File: config.mk
export PLATFORM = sky130hd
export DESIGN_NAME = time_keeper_flat
export DESIGN_NICKNAME = d
export VERILOG_FILES = /design/src/rtl/time_keeper_if.sv /design/src/rtl/time_keeper.sv /design/src/flat_wrapper.sv
export SDC_FILE = /design/constraint.sdc
export NUM_CORES = 1
export LEC_CHECK = 0
export ABC_AREA = 0
export BUFFER_PORTS_ARGS = -buffer_cell sky130_fd_sc_hd__buf_2
export CAP_MARGIN = 20
export CORE_ASPECT_RATIO = 0.9
export CORE_MARGIN = 8
export CORE_UTILIZATION = 62
export DETAILED_ROUTE_END_ITERATION = 6
export HOLD_SLACK_MARGIN = 0.03
export PLACE_DENSITY = 0.84
export SYNTH_ARGS = -nofsm -noshare
export SYNTH_HDL_FRONTEND = slang
export SYNTH_SLANG_ARGS = --single-unit
File: constraint.sdc
create_clock -name CLOCK_50 -period 7.25 [get_ports CLOCK_50]
set_input_delay 0.3625 -clock CLOCK_50 [delete_from_list [all_inputs] [get_ports CLOCK_50]]
set_output_delay 0.3625 -clock CLOCK_50 [all_outputs]
set_load 0.02 [all_outputs]
File: src/rtl/time_keeper_if.sv
// Button/mode inputs and time display outputs of the watch, bundled for
// connection between the time_keeper core and its driver.
interface time_keeper_if;
    logic [1:0] KEY;
    logic [1:0] mode;
    logic [7:0] hour;
    logic [7:0] min;
    logic [7:0] sec;
    logic       sec_tick;
    logic       sel;

    modport master (
        output KEY,
        output mode,
        input  hour,
        input  min,
        input  sec,
        input  sec_tick,
        input  sel
    );

    modport slave (
        input  KEY,
        input  mode,
        output hour,
        output min,
        output sec,
        output sec_tick,
        output sel
    );
endinterface

File: src/rtl/time_keeper.sv
// 24-hour wall clock with a one-second prescaler and a two-button time-set
// mode (KEY[0] increments the selected field, KEY[1] toggles the selection).
module time_keeper #(
    parameter int CLK_HZ = 50000000
) (
    input  logic          CLOCK_50,
    input  logic          RESET,
    time_keeper_if.slave  bus
);
    localparam int            PW      = (CLK_HZ > 1) ? $clog2(CLK_HZ) : 1;
    localparam logic [PW-1:0] PS_LAST = PW'(CLK_HZ - 1);

    logic [1:0]    r_key_meta, r_key_sync, r_key_prev, r_armed;
    logic [1:0]    r_warm;
    logic [PW-1:0] r_presc;
    logic [7:0]    r_hour, r_min, r_sec;
    logic          r_tick, r_sel;

    logic          w_set_mode, w_hist_ok;
    logic [1:0]    w_press, w_accept, w_armed_next;
    logic [PW-1:0] w_presc_next;
    logic [7:0]    w_hour_next, w_min_next, w_sec_next;
    logic          w_tick_next, w_sel_next;

    assign w_set_mode = (bus.mode == 2'd1);
    // The key history is only trusted once real samples have replaced the
    // reset values in both sync and prev, so a button held through reset
    // never looks like a fresh press.
    assign w_hist_ok  = (r_warm == 2'd3);

    // A release counts only if its press was also seen inside set mode.
    generate
        for (genvar gi = 0; gi < 2; gi++) begin : g_key
            assign w_press[gi]      = w_hist_ok & r_key_prev[gi] & ~r_key_sync[gi];
            assign w_accept[gi]     = w_set_mode & r_armed[gi] & ~r_key_prev[gi] & r_key_sync[gi];
            assign w_armed_next[gi] = w_set_mode & (w_press[gi] | (r_armed[gi] & ~w_accept[gi]));
        end
    endgenerate

    always_comb begin
        w_presc_next = r_presc;
        w_hour_next  = r_hour;
        w_min_next   = r_min;
        w_sec_next   = r_sec;
        w_tick_next  = 1'b0;
        w_sel_next   = r_sel;
        if (w_set_mode) begin
            w_presc_next = '0;
            w_sec_next   = 8'd0;
            if (w_accept[0]) begin
                if (r_sel)
                    w_hour_next = (r_hour >= 8'd23) ? 8'd0 : r_hour + 8'd1;
                else
                    w_min_next  = (r_min >= 8'd59) ? 8'd0 : r_min + 8'd1;
            end
            if (w_accept[1])
                w_sel_next = ~r_sel;
        end else if (r_presc == PS_LAST) begin
            w_presc_next = '0;
            w_tick_next  = 1'b1;
            if (r_sec >= 8'd59) begin
                w_sec_next = 8'd0;
                if (r_min >= 8'd59) begin
                    w_min_next  = 8'd0;
                    w_hour_next = (r_hour >= 8'd23) ? 8'd0 : r_hour + 8'd1;
                end else begin
                    w_min_next = r_min + 8'd1;
                end
            end else begin
                w_sec_next = r_sec + 8'd1;
            end
        end else begin
            w_presc_next = r_presc + PW'(1);
        end
    end

    always_ff @(posedge CLOCK_50) begin
        if (RESET) begin
            r_key_meta <= 2'b11;
            r_key_sync <= 2'b11;
            r_key_prev <= 2'b11;
            r_armed    <= 2'b00;
            r_warm     <= 2'd0;
            r_presc    <= '0;
            r_hour     <= 8'd0;
            r_min      <= 8'd0;
            r_sec      <= 8'd0;
            r_tick     <= 1'b0;
            r_sel      <= 1'b0;
        end else begin
            r_key_meta <= bus.KEY;
            r_key_sync <= r_key_meta;
            r_key_prev <= r_key_sync;
            r_armed    <= w_armed_next;
            if (r_warm != 2'd3)
                r_warm <= r_warm + 2'd1;
            r_presc    <= w_presc_next;
            r_hour     <= w_hour_next;
            r_min      <= w_min_next;
            r_sec      <= w_sec_next;
            r_tick     <= w_tick_next;
            r_sel      <= w_sel_next;
        end
    end

    assign bus.hour     = r_hour;
    assign bus.min      = r_min;
    assign bus.sec      = r_sec;
    assign bus.sec_tick = r_tick;
    assign bus.sel      = r_sel;
endmodule

File: src/flat_wrapper.sv
// flat-port wrapper written by rule: the top's interface ports become plain ports
module time_keeper_flat 
#(
    parameter int CLK_HZ = 50000000
)
  (CLOCK_50, RESET, bus_KEY, bus_mode, bus_hour, bus_min, bus_sec, bus_sec_tick, bus_sel);
  time_keeper_if bus_i ();
  input  logic CLOCK_50;
  input  logic RESET;
  input wire logic [$bits(bus_i.KEY)-1:0] bus_KEY;
  input wire logic [$bits(bus_i.mode)-1:0] bus_mode;
  output wire logic [$bits(bus_i.hour)-1:0] bus_hour;
  output wire logic [$bits(bus_i.min)-1:0] bus_min;
  output wire logic [$bits(bus_i.sec)-1:0] bus_sec;
  output wire logic [$bits(bus_i.sec_tick)-1:0] bus_sec_tick;
  output wire logic [$bits(bus_i.sel)-1:0] bus_sel;
  assign bus_i.KEY = bus_KEY;
  assign bus_i.mode = bus_mode;
  assign bus_hour = bus_i.hour;
  assign bus_min = bus_i.min;
  assign bus_sec = bus_i.sec;
  assign bus_sec_tick = bus_i.sec_tick;
  assign bus_sel = bus_i.sel;
  time_keeper #(.CLK_HZ(CLK_HZ)) u_core (.CLOCK_50(CLOCK_50), .RESET(RESET), .bus(bus_i));
endmodule
# Word-level counts from Yosys, hierarchy flattened
# Index checks and enable logic that the tools add are counted.
# word_totals
output_inout_bits	26
register_bits	62
inputBits	6
elab_cells	72
# op_classes
bitwise_logic	23
eq_ne	7
n_addsub	5
reduce_logical	8
muxes	15
order_cmp	3
# op_table
cell	n
two-way mux 8 bit	14
adder 26 x 1 -> 26 bit, second input constant	1
equality test 26 bit, second input constant	1
adder 8 x 1 -> 8 bit, second input constant	3
greater-or-equal comparator 8 x 6 -> 1 bit, second input constant	2
bitwise AND 1 bit	14
greater-or-equal comparator 8 x 5 -> 1 bit, second input constant	1
inverter 1 bit	7
!= test 2 bit, second input constant	3
nonzero test 2 bit	3
AND reduction 5 bit	1
AND reduction 4 bit	1
OR reduction 3 bit	1
adder 2 x 1 -> 2 bit, second input constant	1
equality test 2 x 1 -> 1 bit, second input constant	1
equality test 2 bit, second input constant	1
!= test 2 x 1 -> 1 bit, second input constant	1
OR 1 bit	2
AND reduction 2 bit	1
OR reduction 2 bit	1
two-way mux 1 bit	1

# Depth between registers and ports, before layout
# depth
ltp_word	8
ltp_mapped	8
ltp_nobuf	6

# Worst setup path after synthesis
# No wires, ideal clock.
# synth_path
path_type	flip-flop to flip-flop
startpoint	register u_core.r_sec[0], in the netlist u_core.bus.sec[0]
endpoint	register u_core.r_min[2], in the netlist u_core.bus.min[2]
required_ps	7133
setup_time_ps	117
path_slack_ps	4776
period_less_slack_ps	2474
stages_incl_launch_ff	7
n_path_buf	0
arrival_ps	2357
path_cell_list	dfxtp_1 ha_1 or2_2 a311oi_1 nor4_4 or2_2 a32o_1
# synth_between
elab_chain_cells	3
# synth_lines
element	line	source
start: declaration	time_keeper.sv:16	logic [7:0] r_hour, r_min, r_sec;
start signal: assignment	time_keeper.sv:100	r_sec <= w_sec_next;
greater-or-equal comparator 8 x 6 -> 1 bit	time_keeper.sv:61	if (r_sec >= 8'd59) begin
nonzero test 2 bit (no line)	n/a	
AND reduction 4 bit (no line)	n/a	
end signal: assignment	time_keeper.sv:99	r_min <= w_min_next;
end: declaration	time_keeper.sv:16	
# Every way passes these cells.
# A chain may end at the register's enable or synchronous reset.

# Worst setup path after layout
# layout_path
startpoint	register u_core.r_presc[7]
endpoint	register u_core.r_hour[3], in the netlist u_core.bus.hour[3]
# layout_between
elab_chain_cells	3
# layout_lines
element	line	source
start: declaration	time_keeper.sv:15	logic [PW-1:0] r_presc;
start signal: assignment	time_keeper.sv:97	r_presc <= w_presc_next;
equality test 26 bit	time_keeper.sv:58	end else if (r_presc == PS_LAST) begin
nonzero test 2 bit (no line)	n/a	
AND reduction 5 bit (no line)	n/a	
end signal: assignment	time_keeper.sv:98	r_hour <= w_hour_next;
end: declaration	time_keeper.sv:16	
# Every way passes these cells.

==> impl_metrics.tcl <==
set metrics [dict create \
    grt_max_degree 33 \
    period_share_pct 35.1 \
    grt-busiest-layer "met2" \
    crit_path_max_incr_delay_ns 0.61 \
    grt_pass1_vias 2179 \
    drt_iter0_markers 115 \
    synth_edf_count 0 \
    start_util_pct 63.9 \
    hold_violations 0 \
    path_cells "or4_1, or4_4, or4_4, a32oi_1, nand2_1" \
    reg2reg_to "u_core.bus.hour[3]$_SDFFE_PP0P_" \
    crit_slowest_cell "or4_4" \
    die_y_um 79.9 \
    cp_num_buf_inv 0 \
    finalSetupTns_ns 0 \
    final_common_cell "dfxtp_1" \
    synth.top_cell.area_share_pct 44.1 \
    core_area_um2 4400 \
    drt-total-wl_mm 5.91 \
    drtAntennaViolNets 0 \
    wl_per_cell_um 14.2 \
    ctsHtreeMaxLevel 3 \
    finalWorstSetupSlack_ns 4.71 \
    ys_seq_area_share_pct 44.1 \
    min_from "bus_KEY[1]" \
    leakagePower_nw 1.27 \
    cts-buffers-inserted 9 \
    grt_use_total_pct 17.9 \
    ys_warn_count 0 \
    antenna_found_initial 0 \
    cts_root_buf "clkbuf_8" \
    required_ns 7.48 \
    vdd.ir_drop.worst_v 0.000167 \
    dr.pass1.iters 4 \
    reg2regPathDepth 5 \
    synth_seq_cells 62 \
    syn-cell-area_um2 2810 \
    dp_hpwl_mm 4.10 \
    fp.dieArea_um2 6950 \
    reg2reg_slack_ns 4.71 \
    final_cell_mix "dfxtp_1 (62), nor2_1 (47), buf_2 (32)" \
    skew_ns 0.00558 \
    async_flop_share_pct 0 \
    critPathMostFrequentCell "or4_4" \
    rsz0062_at_grt "no" \
    timing.final.crit_period_ns 2.54 \
    relSlewSlack_pct 30.0 \
    vias 2345 \
    synth.avg_cell_area_um2 8.95 \
    crit_type "reg -> reg" \
    crit_cells 5 \
    synth.distinct_cells 48 \
    status "finished clean" \
    cts_hold_buf 0 \
    finalWeightedCongestion 0.889 \
    met1_usage_pct 22.8 \
    grtUsageMet3_pct 7.30 \
    crit_family "simple AND/OR/NAND/NOR gates" \
    vias_per_cell 5.65 \
    cts_tree "built" \
    drc 0 \
    crit_end "u_core.bus.hour[3]$_SDFFE_PP0P_" \
    grt-ovfl-total 0 \
    drive_gt1_share_pct 18.1 \
    setup_viol 0 \
    n_antenna_cell 0 \
    synthFlopType "dfxtp_1" \
    cp-end-kind "register" \
    critPathLaunchType "register" \
    cts_setup_buffers 0 \
    synthesis.nets 325 \
    grt_pass1_wl_mm 9.85 \
    worstSetupStartpoint "u_core.r_presc[7]$_SDFF_PP0_" \
    io_buffers 31 \
    path_max_fanout 7 \
    area_growth_pct 14.6 \
    die_w_um 87.0 \
    synth_top_area_cell "dfxtp_1" \
    ios 32 \
    preCtsSetupSlack_ns 4.60 \
    timing.fmax_ghz 0.393 \
    synth.area.top_cells "dfxtp_1 (44%), nor2_1 (6.3%), xnor2_1 (6.2%)" \
    path_clk_slew_ns 0.07 \
    whs_ns 0.199 \
    worst_slew_pin_slew_ns 1.04 \
    nNetsFinal 359 \
    power_density_nw_per_um2 217 \
    maxCapViolCount 0 \
    clock-sinks 62 \
    hold_class "in -> reg" \
    maxSlewViolCount 0 \
    timing.rr.start "u_core.r_presc[7]$_SDFF_PP0_" \
    grt_use_met2_pct 26.2 \
    synthCells 314 \
    cp.arrival_ns 2.77 \
    placed_area_um2 3000 \
    clock_path_buffers 2 \
    insertion_delay_ns 0.34 \
    rows 23 \
    post_cts_resized 0 \
    fin_area_um2 3220 \
]
synth_stat cells (3+ instances only):
master / instances
and4_1: 3
and3_1: 9
o22ai_1: 5
nor2b_1: 5
a32oi_1: 3
xnor2_1: 20
dfxtp_1: 62
nor2_1: 47
nand3_1: 14
inv_1: 8
or2_2: 9
or3_1: 3
and2_1: 6
nor4_1: 3
ha_1: 5
nor3_1: 12
a21oi_1: 8
xor2_1: 9
o211ai_1: 3
nor3b_1: 5
nand2_1: 19
clkbuf_1: 8
nand4_1: 7
nand2b_1: 6
routing by layer:
metal / up-vias / share of wire [%] / wire length (µm)
li1: 1176 / - / -
met4: 0 / 1.6 / 93
met1: 1094 / 49 / 2870
met2: 64 / 44 / 2610
met3: 11 / 5.7 / 338
met5: - / 0 / 0
cell type report:
class | count | area [µm²]
inverters | 8 | 30.0
flip-flops and latches | 62 | 1240
multi-input cells | 235 | 1500
clock buffers | 12 | 145
fillers | 354 | 1180
repair buffers | 32 | 160
well taps | 62 | 77.6
clock inverters | 4 | 70.1
cells by family (layout without fill, tap and decap cells):
logic type | count (synthesis) | in the layout | synth area share [%]
AND/OR/NAND/NOR | 162 | 162 | 32.0
flip-flops | 62 | 62 | 44.1
AO/OA/AOI/OAI | 37 | 37 | 9.39
XOR/XNOR | 29 | 29 | 9.03
buffers and inverters | 17 | 56 | 2.54
adder cells (fa/ha/maj) | 5 | 5 | 2.23
multiplexers | 2 | 2 | 0.712
power by group:
group / internal (W) / total, W / switching [W]
combinational: 0.00000800 / 0.0000220 / 0.0000140
clock: 0.000202 / 0.000330 / 0.000128
sequential: 0.000346 / 0.000349 / 0.00000305
total: 0.000556 / 0.000701 / 0.000145
registers in the layout (all words and copies together), names as in the netlist:
signal and cells:
u_core.r_key_sync 2, u_core.r_warm 2, u_core.r_key_meta 2, u_core.bus.sec_tick 1, u_core.bus.sel 1, u_core.bus.hour 8
u_core.r_key_prev 2, u_core.r_presc 26, u_core.r_armed 2, u_core.bus.sec 8, u_core.bus.min 8
per-stage QoR:
stage,util [%],power [W],cells
final,73.2,0.000701,415
after global routing,73.2,0.000727,415
after CTS,73.1,0.000707,414
after detailed placement,68.2,0.000378,398
after global placement,68.2,0.000377,398
after floorplan,-,0.000372,314
worst min path at each step:
stage | endpoint | slack, ns | cells past startpoint
3_5_place_dp | u_core.r_key_sync[1]$_SDFF_PP1_ | 0.39 | 1
3_3_place_gp | u_core.r_key_sync[0]$_SDFF_PP1_ | 0.39 | 1
6_report | u_core.r_key_meta[1]$_SDFF_PP1_ | 0.20 | 2
4_1_cts | u_core.r_key_meta[0]$_SDFF_PP1_ | 0.18 | 2
5_1_grt | u_core.r_key_meta[1]$_SDFF_PP1_ | 0.19 | 2
2_1_floorplan | u_core.r_key_sync[0]$_SDFF_PP1_ | 0.39 | 1
No activity file was read; power rests on OpenSTA's default activity.
